--- src/rtl/icache_pkg.sv ---
// icache_pkg: shared state encoding and default beat width for the icache hold buffer.
package icache_pkg;
  typedef enum logic [1:0] {
    ICACHE_HOLD_EMPTY   = 2'b00,
    ICACHE_HOLD_PARTIAL = 2'b01,
    ICACHE_HOLD_FULL    = 2'b10
  } icache_hold_state_e;
  localparam int ICACHE_DATA_WIDTH = 32;
endpackage

--- src/rtl/icache_hold_mem.sv ---
// icache_hold_mem: DEPTH x DATA_WIDTH register array, synchronous write, asynchronous read, no reset.
module icache_hold_mem #(
  parameter int DATA_WIDTH = 32,
  parameter int DEPTH      = 2,
  parameter int AW         = $clog2(DEPTH)
) (
  input  logic                  clock,
  input  logic                  wr_en,
  input  logic [AW-1:0]         wr_idx,
  input  logic [DATA_WIDTH-1:0] wr_data,
  input  logic [AW-1:0]         rd_idx,
  output logic [DATA_WIDTH-1:0] rd_data
);
  logic [DATA_WIDTH-1:0] mem_q [DEPTH];
  always_ff @(posedge clock) if (wr_en) mem_q[wr_idx] <= wr_data;
  assign rd_data = mem_q[rd_idx];
endmodule

--- src/rtl/icache_data_hold_fifo.sv ---
// icache_data_hold_fifo: DEPTH-entry elastic buffer between icache data read and fetch, with flush.
// Define ICACHE_HOLD_BYPASS_EN for zero-latency pass-through when the buffer is empty.
module icache_data_hold_fifo
  import icache_pkg::*;
#(
  parameter int DATA_WIDTH = ICACHE_DATA_WIDTH,
  parameter int DEPTH      = 2,
  parameter int CNT_WIDTH  = $clog2(DEPTH) + 1
) (
  input  logic                  clock,
  input  logic                  reset,
  input  logic                  flush,
  input  logic                  in_valid,
  output logic                  in_ready,
  input  logic [DATA_WIDTH-1:0] in_data,
  output logic                  out_valid,
  input  logic                  out_ready,
  output logic [DATA_WIDTH-1:0] out_data,
  output logic [CNT_WIDTH-1:0]  count
);
  localparam int AW = $clog2(DEPTH);
  localparam logic [CNT_WIDTH-1:0] FULL_CNT = CNT_WIDTH'(DEPTH);
  icache_hold_state_e state_q, state_d;
  logic [AW-1:0] wr_ptr_q, wr_ptr_d, rd_ptr_q, rd_ptr_d;
  logic [CNT_WIDTH-1:0] count_q, count_d;
  logic stored_valid, bypass, push, pop, wr_en, rd_en;
  logic [DATA_WIDTH-1:0] rd_data;
  assign stored_valid = state_q != ICACHE_HOLD_EMPTY;
`ifdef ICACHE_HOLD_BYPASS_EN
  assign bypass = ~stored_valid & ~flush & reset;
`else
  assign bypass = 1'b0;
`endif
  assign in_ready  = state_q != ICACHE_HOLD_FULL;
  assign out_valid = bypass ? in_valid : stored_valid;
  assign out_data  = bypass ? (in_valid ? in_data : '0) : (stored_valid ? rd_data : '0);
  assign count     = count_q;
  assign push  = in_valid & in_ready;
  assign pop   = out_valid & out_ready;
  // a bypassed beat that the consumer takes immediately is never stored
  assign wr_en = push & ~flush & ~(bypass & pop);
  assign rd_en = pop & ~bypass & ~flush;
  always_comb begin
    wr_ptr_d = wr_ptr_q + AW'(wr_en);
    rd_ptr_d = rd_ptr_q + AW'(rd_en);
    count_d  = count_q + CNT_WIDTH'(wr_en) - CNT_WIDTH'(rd_en);
    if (flush) begin
      wr_ptr_d = '0;
      rd_ptr_d = '0;
      count_d  = '0;
    end
    state_d = (count_d == '0) ? ICACHE_HOLD_EMPTY :
              (count_d == FULL_CNT) ? ICACHE_HOLD_FULL : ICACHE_HOLD_PARTIAL;
  end
  always_ff @(posedge clock) begin
    if (!reset) begin
      wr_ptr_q <= '0;
      rd_ptr_q <= '0;
      count_q  <= '0;
      state_q  <= ICACHE_HOLD_EMPTY;
    end else begin
      wr_ptr_q <= wr_ptr_d;
      rd_ptr_q <= rd_ptr_d;
      count_q  <= count_d;
      state_q  <= state_d;
    end
  end
  icache_hold_mem #(.DATA_WIDTH(DATA_WIDTH), .DEPTH(DEPTH), .AW(AW)) u_mem (
    .clock   (clock),
    .wr_en   (wr_en),
    .wr_idx  (wr_ptr_q),
    .wr_data (in_data),
    .rd_idx  (rd_ptr_q),
    .rd_data (rd_data)
  );
endmodule

--- config.mk ---
export PLATFORM = sky130hd
export DESIGN_NAME = icache_data_hold_fifo
export DESIGN_NICKNAME = d
export VERILOG_FILES = /design/src/rtl/icache_pkg.sv /design/src/rtl/icache_hold_mem.sv /design/src/rtl/icache_data_hold_fifo.sv
export SDC_FILE = /design/constraint.sdc
export NUM_CORES = 1
export LEC_CHECK = 0
export ABC_CLOCK_PERIOD_IN_PS = 3100
export CORE_ASPECT_RATIO = 0.6
export CORE_MARGIN = 4
export CORE_UTILIZATION = 45
export CTS_BUF_LIST = sky130_fd_sc_hd__clkbuf_4
export CTS_CLUSTER_SIZE = 12
export DETAILED_ROUTE_END_ITERATION = 10
export PLACE_DENSITY_LB_ADDON = 0.08
export RECOVER_POWER = 100
export SETUP_SLACK_MARGIN = 0.1
export SYNTH_ARGS = -nofsm -noshare
export SYNTH_HDL_FRONTEND = slang
export SYNTH_SLANG_ARGS = --single-unit
--- constraint.sdc ---
create_clock -name clock -period 3.1 [get_ports clock]
set_clock_uncertainty 0.2 [all_clocks]
set_input_delay 0.62 -clock clock [delete_from_list [all_inputs] [get_ports clock]]
set_output_delay 0.62 -clock clock [all_outputs]
set_load 0.01 [all_outputs]
* Word level (Yosys, flattened, before mapping)
Memories as Yosys holds them, arrays and structs flattened. A register that Yosys moved wholly into a read port is not among the register bits. Cells that the tools add are included.
Cells by class: add/sub/neg operators 4, multipliers 0, div/mod/pow operators 0, order comparisons 0, equal/unequal tests 2, shift operators 0, multiplexer cells 6, bitwise operators 6, reduce and logical (&&, ||, !) cells 4
Operators by type and width (count):
- $mux W32 | 1
- $and A1 B1 Y1 | 4
- $mux W2 | 2
- $reduce_or A2 Y1 | 2
- $mux W1 | 3
- $add A1 B1 Y1 | 2
- $add A2 B1 Y2 | 1
- $eq A2 B2 Y1 const B | 1
- $logic_not A2 Y1 | 1
- $ne A2 B2 Y1 const B | 1
- $not A1 Y1 | 2
- $reduce_bool A2 Y1 | 1
- $sub A2 B1 Y2 | 1
Word-level totals: register bits after elaboration 6, bits in latches 0, RAM bits 64, ROM bits 0, input bits 37, output and inout bits 36, logic and storage cells 27, memories 1
Memory list:
- u_mem.mem_q | words 2, width 32, rd ports 1, clocked after Yosys merged registers in 1, wr ports 1, RTL line icache_hold_mem.sv:14 | logic [DATA_WIDTH-1:0] mem_q [DEPTH];

* Depth between registers and ports, before layout
word-level depth 8, depth in mapped cells 7, mapped depth without buffers 7

* Hierarchy
Synthesis repeated with hierarchy kept, for this count alone.
Second synthesis, totals: cells, all modules 167, area total of the unflattened synthesis 2970.3 um^2
Modules (own cells, without submodules):
- icache_hold_mem | times used 1, cells each 102, area an instance 2478.6 um^2, sequential area each 1921.8 um^2
- icache_data_hold_fifo | times used 1, cells each 65, area an instance 491.7 um^2, sequential area each 120.1 um^2

* Worst setup path after synthesis
OpenSTA, ideal clock, no wires.
path kind in2reg, start input flush, end memory u_mem.mem_q[1][0], enable pin, setup time 392 ps, arrival time 1675 ps, data required time 2508 ps, path slack 833 ps, cell stages on the path 2, path buffers 0, cells stage by stage and3b_1 > ha_1
Between the ends: longest elaborated chain between the ends 4
Ends and longest elaborated chain:
- from (decl) | RTL line icache_data_hold_fifo.sv:12 | input logic flush,
- $not A1 Y1 | RTL line icache_data_hold_fifo.sv:41 | assign wr_en = push & ~flush & ~(bypass & pop);
- $and A1 B1 Y1 | RTL line icache_data_hold_fifo.sv:41
- $mux W1 | RTL line icache_hold_mem.sv:15 | always_ff @(posedge clock) if (wr_en) mem_q[wr_idx] <= wr_data;
- $mux W1 (not written as such) | RTL line icache_hold_mem.sv:15
- to (decl) | RTL line icache_hold_mem.sv:14
No other way between the ends.

* Final worst setup path
start register state_q[1], end output out_data[23]
Between the ends: longest elaborated chain between the ends 2
Ends and longest elaborated chain:
- from (decl) | RTL line icache_data_hold_fifo.sv:23 | icache_hold_state_e state_q, state_d;
- from (signal assigned) | RTL line icache_data_hold_fifo.sv:65 | state_q <= state_d;
- $reduce_bool A2 Y1 | RTL line icache_data_hold_fifo.sv:28 | assign stored_valid = state_q != ICACHE_HOLD_EMPTY;
- $mux W32 | RTL line icache_data_hold_fifo.sv:36 | assign out_data = bypass ? (in_valid ? in_data : '0) : (stored_valid ? rd_data : '0);
- to (decl) | RTL line icache_data_hold_fifo.sv:18 | output logic [DATA_WIDTH-1:0] out_data,
No other way between the ends.

==> impl_metrics.xml <==
<?xml version="1.0" encoding="UTF-8"?>
<metrics>
  <group name="timing">
    <metric name="finalHoldWorstSlack" unit="ps">362</metric>
    <metric name="timing.final.hold_violations" unit="">0</metric>
    <metric name="timing.final.ws_setup" unit="ps">343</metric>
    <metric name="worst_margin_slew" unit="ps">819</metric>
    <metric name="unrepaired_setup_endpoints_after_global_routing" unit="">no</metric>
    <metric name="worst_slew_margin_rel" unit="">0.454</metric>
    <metric name="final.period_utilization" unit="">0.889</metric>
    <metric name="setup_tns" unit="ps">0</metric>
    <metric name="final-max-slew-violation-count" unit="">0</metric>
    <metric name="report.final.setup_viol" unit="">0</metric>
    <metric name="max_freq" unit="GHz">0.363</metric>
    <metric name="post-route-min-period" unit="ps">2760</metric>
  </group>
  <group name="logic_synthesis">
    <metric name="synthDominantCellAreaShare" unit="">0.710</metric>
    <metric name="synthDistinctLibCells" unit="">16</metric>
    <metric name="post_synth_instance_area" unit="mm^2">0.00271</metric>
    <metric name="netlist.top_cell.by_area" unit="">sky130_fd_sc_hd__edfxtp_1</metric>
    <metric name="synth.yosys.warnings" unit="">0</metric>
    <metric name="synth_sequential_area_ratio" unit="">0.755</metric>
    <metric name="ys_seq_elements" unit="">70</metric>
    <metric name="synth_nets" unit="">206</metric>
    <metric name="postSynthAreaPerCell" unit="um^2">16.4</metric>
    <metric name="syn_inst" unit="">165</metric>
    <metric name="synth_area_leaders" unit="">sky130_fd_sc_hd__edfxtp_1 (71%), sky130_fd_sc_hd__mux2i_1 (12%), sky130_fd_sc_hd__nor2_1 (5.3%), sky130_fd_sc_hd__dfxtp_1 (4.4%), sky130_fd_sc_hd__ha_1 (1.8%)</metric>
  </group>
  <group name="setup_path">
    <metric name="timing.critical_path.max_delay_family" unit="">buffers and inverters</metric>
    <metric name="worst_path_largest_cell_delay" unit="ps">630</metric>
    <metric name="path_buf_inv" unit="">2</metric>
    <metric name="worstPathCellList" unit="">nor2_2 -&gt; buf_4 -&gt; nor2_1 -&gt; dlygate4sd3_1</metric>
    <metric name="crit_path_max_fanout" unit="">33</metric>
    <metric name="cpMaxStageDelayCell" unit="">sky130_fd_sc_hd__dlygate4sd3_1</metric>
    <metric name="worst-endpoint-arrival" unit="ps">1940</metric>
    <metric name="worstSetupEndpointType" unit="">primary output</metric>
    <metric name="startpoint_type" unit="">flip-flop</metric>
    <metric name="critical_path_required" unit="ps">2280</metric>
    <metric name="critPathKind" unit="">reg2out</metric>
  </group>
  <group name="placement">
    <metric name="dp_worst_setup_slack" unit="ps">525</metric>
    <metric name="gp_routability_congestion" unit="">0.700</metric>
    <metric name="hpwl" unit="mm">3.26</metric>
    <metric name="port-buffer-count" unit="">72</metric>
  </group>
  <group name="grt">
    <metric name="use_met2" unit="">0.252</metric>
    <metric name="use_met1" unit="">0.148</metric>
    <metric name="grt_usage" unit="">0.140</metric>
    <metric name="use_met3" unit="">0.0641</metric>
    <metric name="number_of_antenna_violations_at_the_first_check_in_global_routing" unit="">0</metric>
    <metric name="first_global_vias" unit="">1677</metric>
    <metric name="first_pass_grt_wire_length" unit="mm">7.54</metric>
    <metric name="grt_max_degree" unit="">35</metric>
    <metric name="grt_most_used_layer" unit="">met2</metric>
    <metric name="gr-total-overflow" unit="">0</metric>
  </group>
  <group name="die">
    <metric name="core_area" unit="mm^2">0.00570</metric>
    <metric name="number_of_i_o_pins" unit="">73</metric>
    <metric name="die_y" unit="um">68.1</metric>
    <metric name="dieArea" unit="mm^2">0.00736</metric>
    <metric name="die-width" unit="um">108</metric>
    <metric name="placement_rows" unit="">21</metric>
    <metric name="initial_utilization" unit="">0.475</metric>
  </group>
  <group name="detailed_routing">
    <metric name="ant_nets" unit="">0</metric>
    <metric name="drt_iter0_markers" unit="">65</metric>
    <metric name="drt_drc_violations_left" unit="">0</metric>
    <metric name="drt_wl_total" unit="mm">4.82</metric>
    <metric name="drt_pre_antenna_iters" unit="">4</metric>
    <metric name="via_count_normalized_by_instance_count" unit="">4.76</metric>
    <metric name="wire_per_inst" unit="um">14.6</metric>
    <metric name="route.vias.total" unit="">1570</metric>
  </group>
  <group name="clock_network">
    <metric name="post_cts_hold_buffer_count" unit="">0</metric>
    <metric name="cts_root_buf" unit="">sky130_fd_sc_hd__clkbuf_4</metric>
    <metric name="cts_max_level" unit="">3</metric>
    <metric name="clock_insertion_delay_worst_skew" unit="ps">390</metric>
    <metric name="cts.clk_slew.worst_paths" unit="ps">100</metric>
    <metric name="cts_resized" unit="">0</metric>
    <metric name="cts_made_buffers" unit="">9</metric>
    <metric name="ctsLongestPathBuffers" unit="">2</metric>
    <metric name="tritoncts" unit="">yes</metric>
    <metric name="cts.sinks" unit="">70</metric>
    <metric name="post_cts.repair.setup_buffers" unit="">0</metric>
  </group>
  <group name="finish">
    <metric name="drive_gt1_frac" unit="">0.0840</metric>
    <metric name="antenna-diode-count" unit="">0</metric>
    <metric name="finish.net_count" unit="">286</metric>
    <metric name="fillerInstances" unit="">445</metric>
    <metric name="finish.utilization" unit="">0.649</metric>
    <metric name="final_cell_mix" unit="">sky130_fd_sc_hd__dlygate4sd3_1 (67), sky130_fd_sc_hd__edfxtp_1 (64), sky130_fd_sc_hd__nor2_1 (37)</metric>
    <metric name="layout.cells.most_common" unit="">sky130_fd_sc_hd__dlygate4sd3_1</metric>
    <metric name="area.growth.synth_to_final" unit="%">36.7</metric>
  </group>
  <group name="pwr">
    <metric name="share_of_total_power_consumed_by_net_switching" unit="">0.191</metric>
    <metric name="irDropWorstVdd" unit="V">0.000267</metric>
    <metric name="p_sw" unit="mW">0.362</metric>
    <metric name="pwr-share-clk" unit="">0.369</metric>
    <metric name="fraction_of_power_consumed_by_combinational_cells" unit="">0.069</metric>
    <metric name="total_power" unit="mW">1.89</metric>
    <metric name="power.density" unit="mW/mm^2">512</metric>
    <metric name="p_leak" unit="nW">1.35</metric>
    <metric name="power_report.internal_total" unit="mW">1.53</metric>
    <metric name="seq_power_share" unit="">0.562</metric>
  </group>
  <group name="min_path">
    <metric name="timing.hold.worst.class" unit="">reg2reg</metric>
  </group>
  <group name="job">
    <metric name="timing.max_cap.violations" unit="">0</metric>
  </group>
  <group name="status">
    <metric name="result_of_the_run" unit="">finished clean</metric>
  </group>
</metrics>
[cells by family after synthesis]
group,count (synthesis),synth area share
DFF,70,0.755
AOI/OAI and AO/OA,1,0.00185
xor gates and xnor gates,1,0.00832
adders and majority gates,4,0.0185
buffers and inverters,11,0.0236
and+or+nand+nor,45,0.0712
muxes,33,0.122
[area by class of cell]
| type | instances | area [um^2] | area share |
|---|---|---|---|
| clock inverter | 7 | 113 | 0.0304 |
| clock buffer | 9 | 67.6 | 0.0183 |
| inverter | 4 | 15.0 | 0.00406 |
| tap | 80 | 100 | 0.0271 |
| sequential | 70 | 2040 | 0.552 |
| multi-input combinational | 84 | 603 | 0.163 |
| timing repair buffer | 76 | 758 | 0.205 |
[power groups by stage]
| stage | Combinational (mW) | Clock, mW | Sequential (mW) |
|---|---|---|---|
| finish | 0.130 | 0.700 | 1.06 |
| global route | 0.143 | 0.766 | 1.07 |
| CTS | 0.147 | 0.719 | 1.06 |
| detailed placement | 0.146 | 0 | 1.09 |
| global placement | 0.141 | 0 | 1.08 |
| floorplan | 0.0535 | 0 | 1.09 |
[metrics by stage]
| step | instance area [um^2] | std cells |
|---|---|---|
| detailed placement | 3520 | 314 |
| global route | 3700 | 330 |
| floorplan | 2710 | 165 |
| global placement | 3520 | 314 |
| CTS | 3700 | 330 |
| finish | 3700 | 330 |
[final timing paths]
kind	end	cells past startpoint	slack, ps	startpoint
worst min register to register	wr_ptr_q$_SDFF_PP0_	3	360	wr_ptr_q$_SDFF_PP0_
worst max register to register	u_mem.mem_q[0][16]$_DFFE_PP_	4	1020	state_q[0]$_SDFF_PP0_
worst min-delay path	wr_ptr_q$_SDFF_PP0_	3	360	wr_ptr_q$_SDFF_PP0_
worst max-delay path	out_data[23]	4	340	state_q[1]$_SDFF_PP0_
[metal layers]
metal  vias up  share of wire  wire length [um]
li1        764              -                 -
met1       753           0.41              1980
met2        48           0.51              2470
met3         5          0.072               345
met4         0         0.0054                26
met5         -              0                 0
[synthesized netlist by cell type]
cell type	n
sky130_fd_sc_hd__buf_6	1
sky130_fd_sc_hd__buf_4	3
sky130_fd_sc_hd__nor3_1	1
sky130_fd_sc_hd__mux2i_1	33
sky130_fd_sc_hd__xnor3_1	1
sky130_fd_sc_hd__edfxtp_1	64
sky130_fd_sc_hd__and3b_1	1
sky130_fd_sc_hd__nand2b_1	2
sky130_fd_sc_hd__buf_2	3
sky130_fd_sc_hd__or3b_1	1
sky130_fd_sc_hd__inv_1	4
sky130_fd_sc_hd__nand3b_1	2
sky130_fd_sc_hd__nor2_1	38
sky130_fd_sc_hd__o21ai_0	1
sky130_fd_sc_hd__ha_1	4
sky130_fd_sc_hd__dfxtp_1	6
[registers in the layout, summed over array words and instances, names as in the netlist]
register and flops:
state_q 2, wr_ptr_q 1, count 2, u_mem.mem_q 64, rd_ptr_q 1
[tightest hold or removal path: cells and delay by family, from the launching register on]
family | cells | cell delay [ps]
flip-flops | 1 | 320
AND/OR/NAND/NOR | 1 | 40
buffers and inverters | 1 | 50
adder cells (fa/ha/maj) | 1 | 120
No activity file was read; power rests on OpenSTA's default activity.
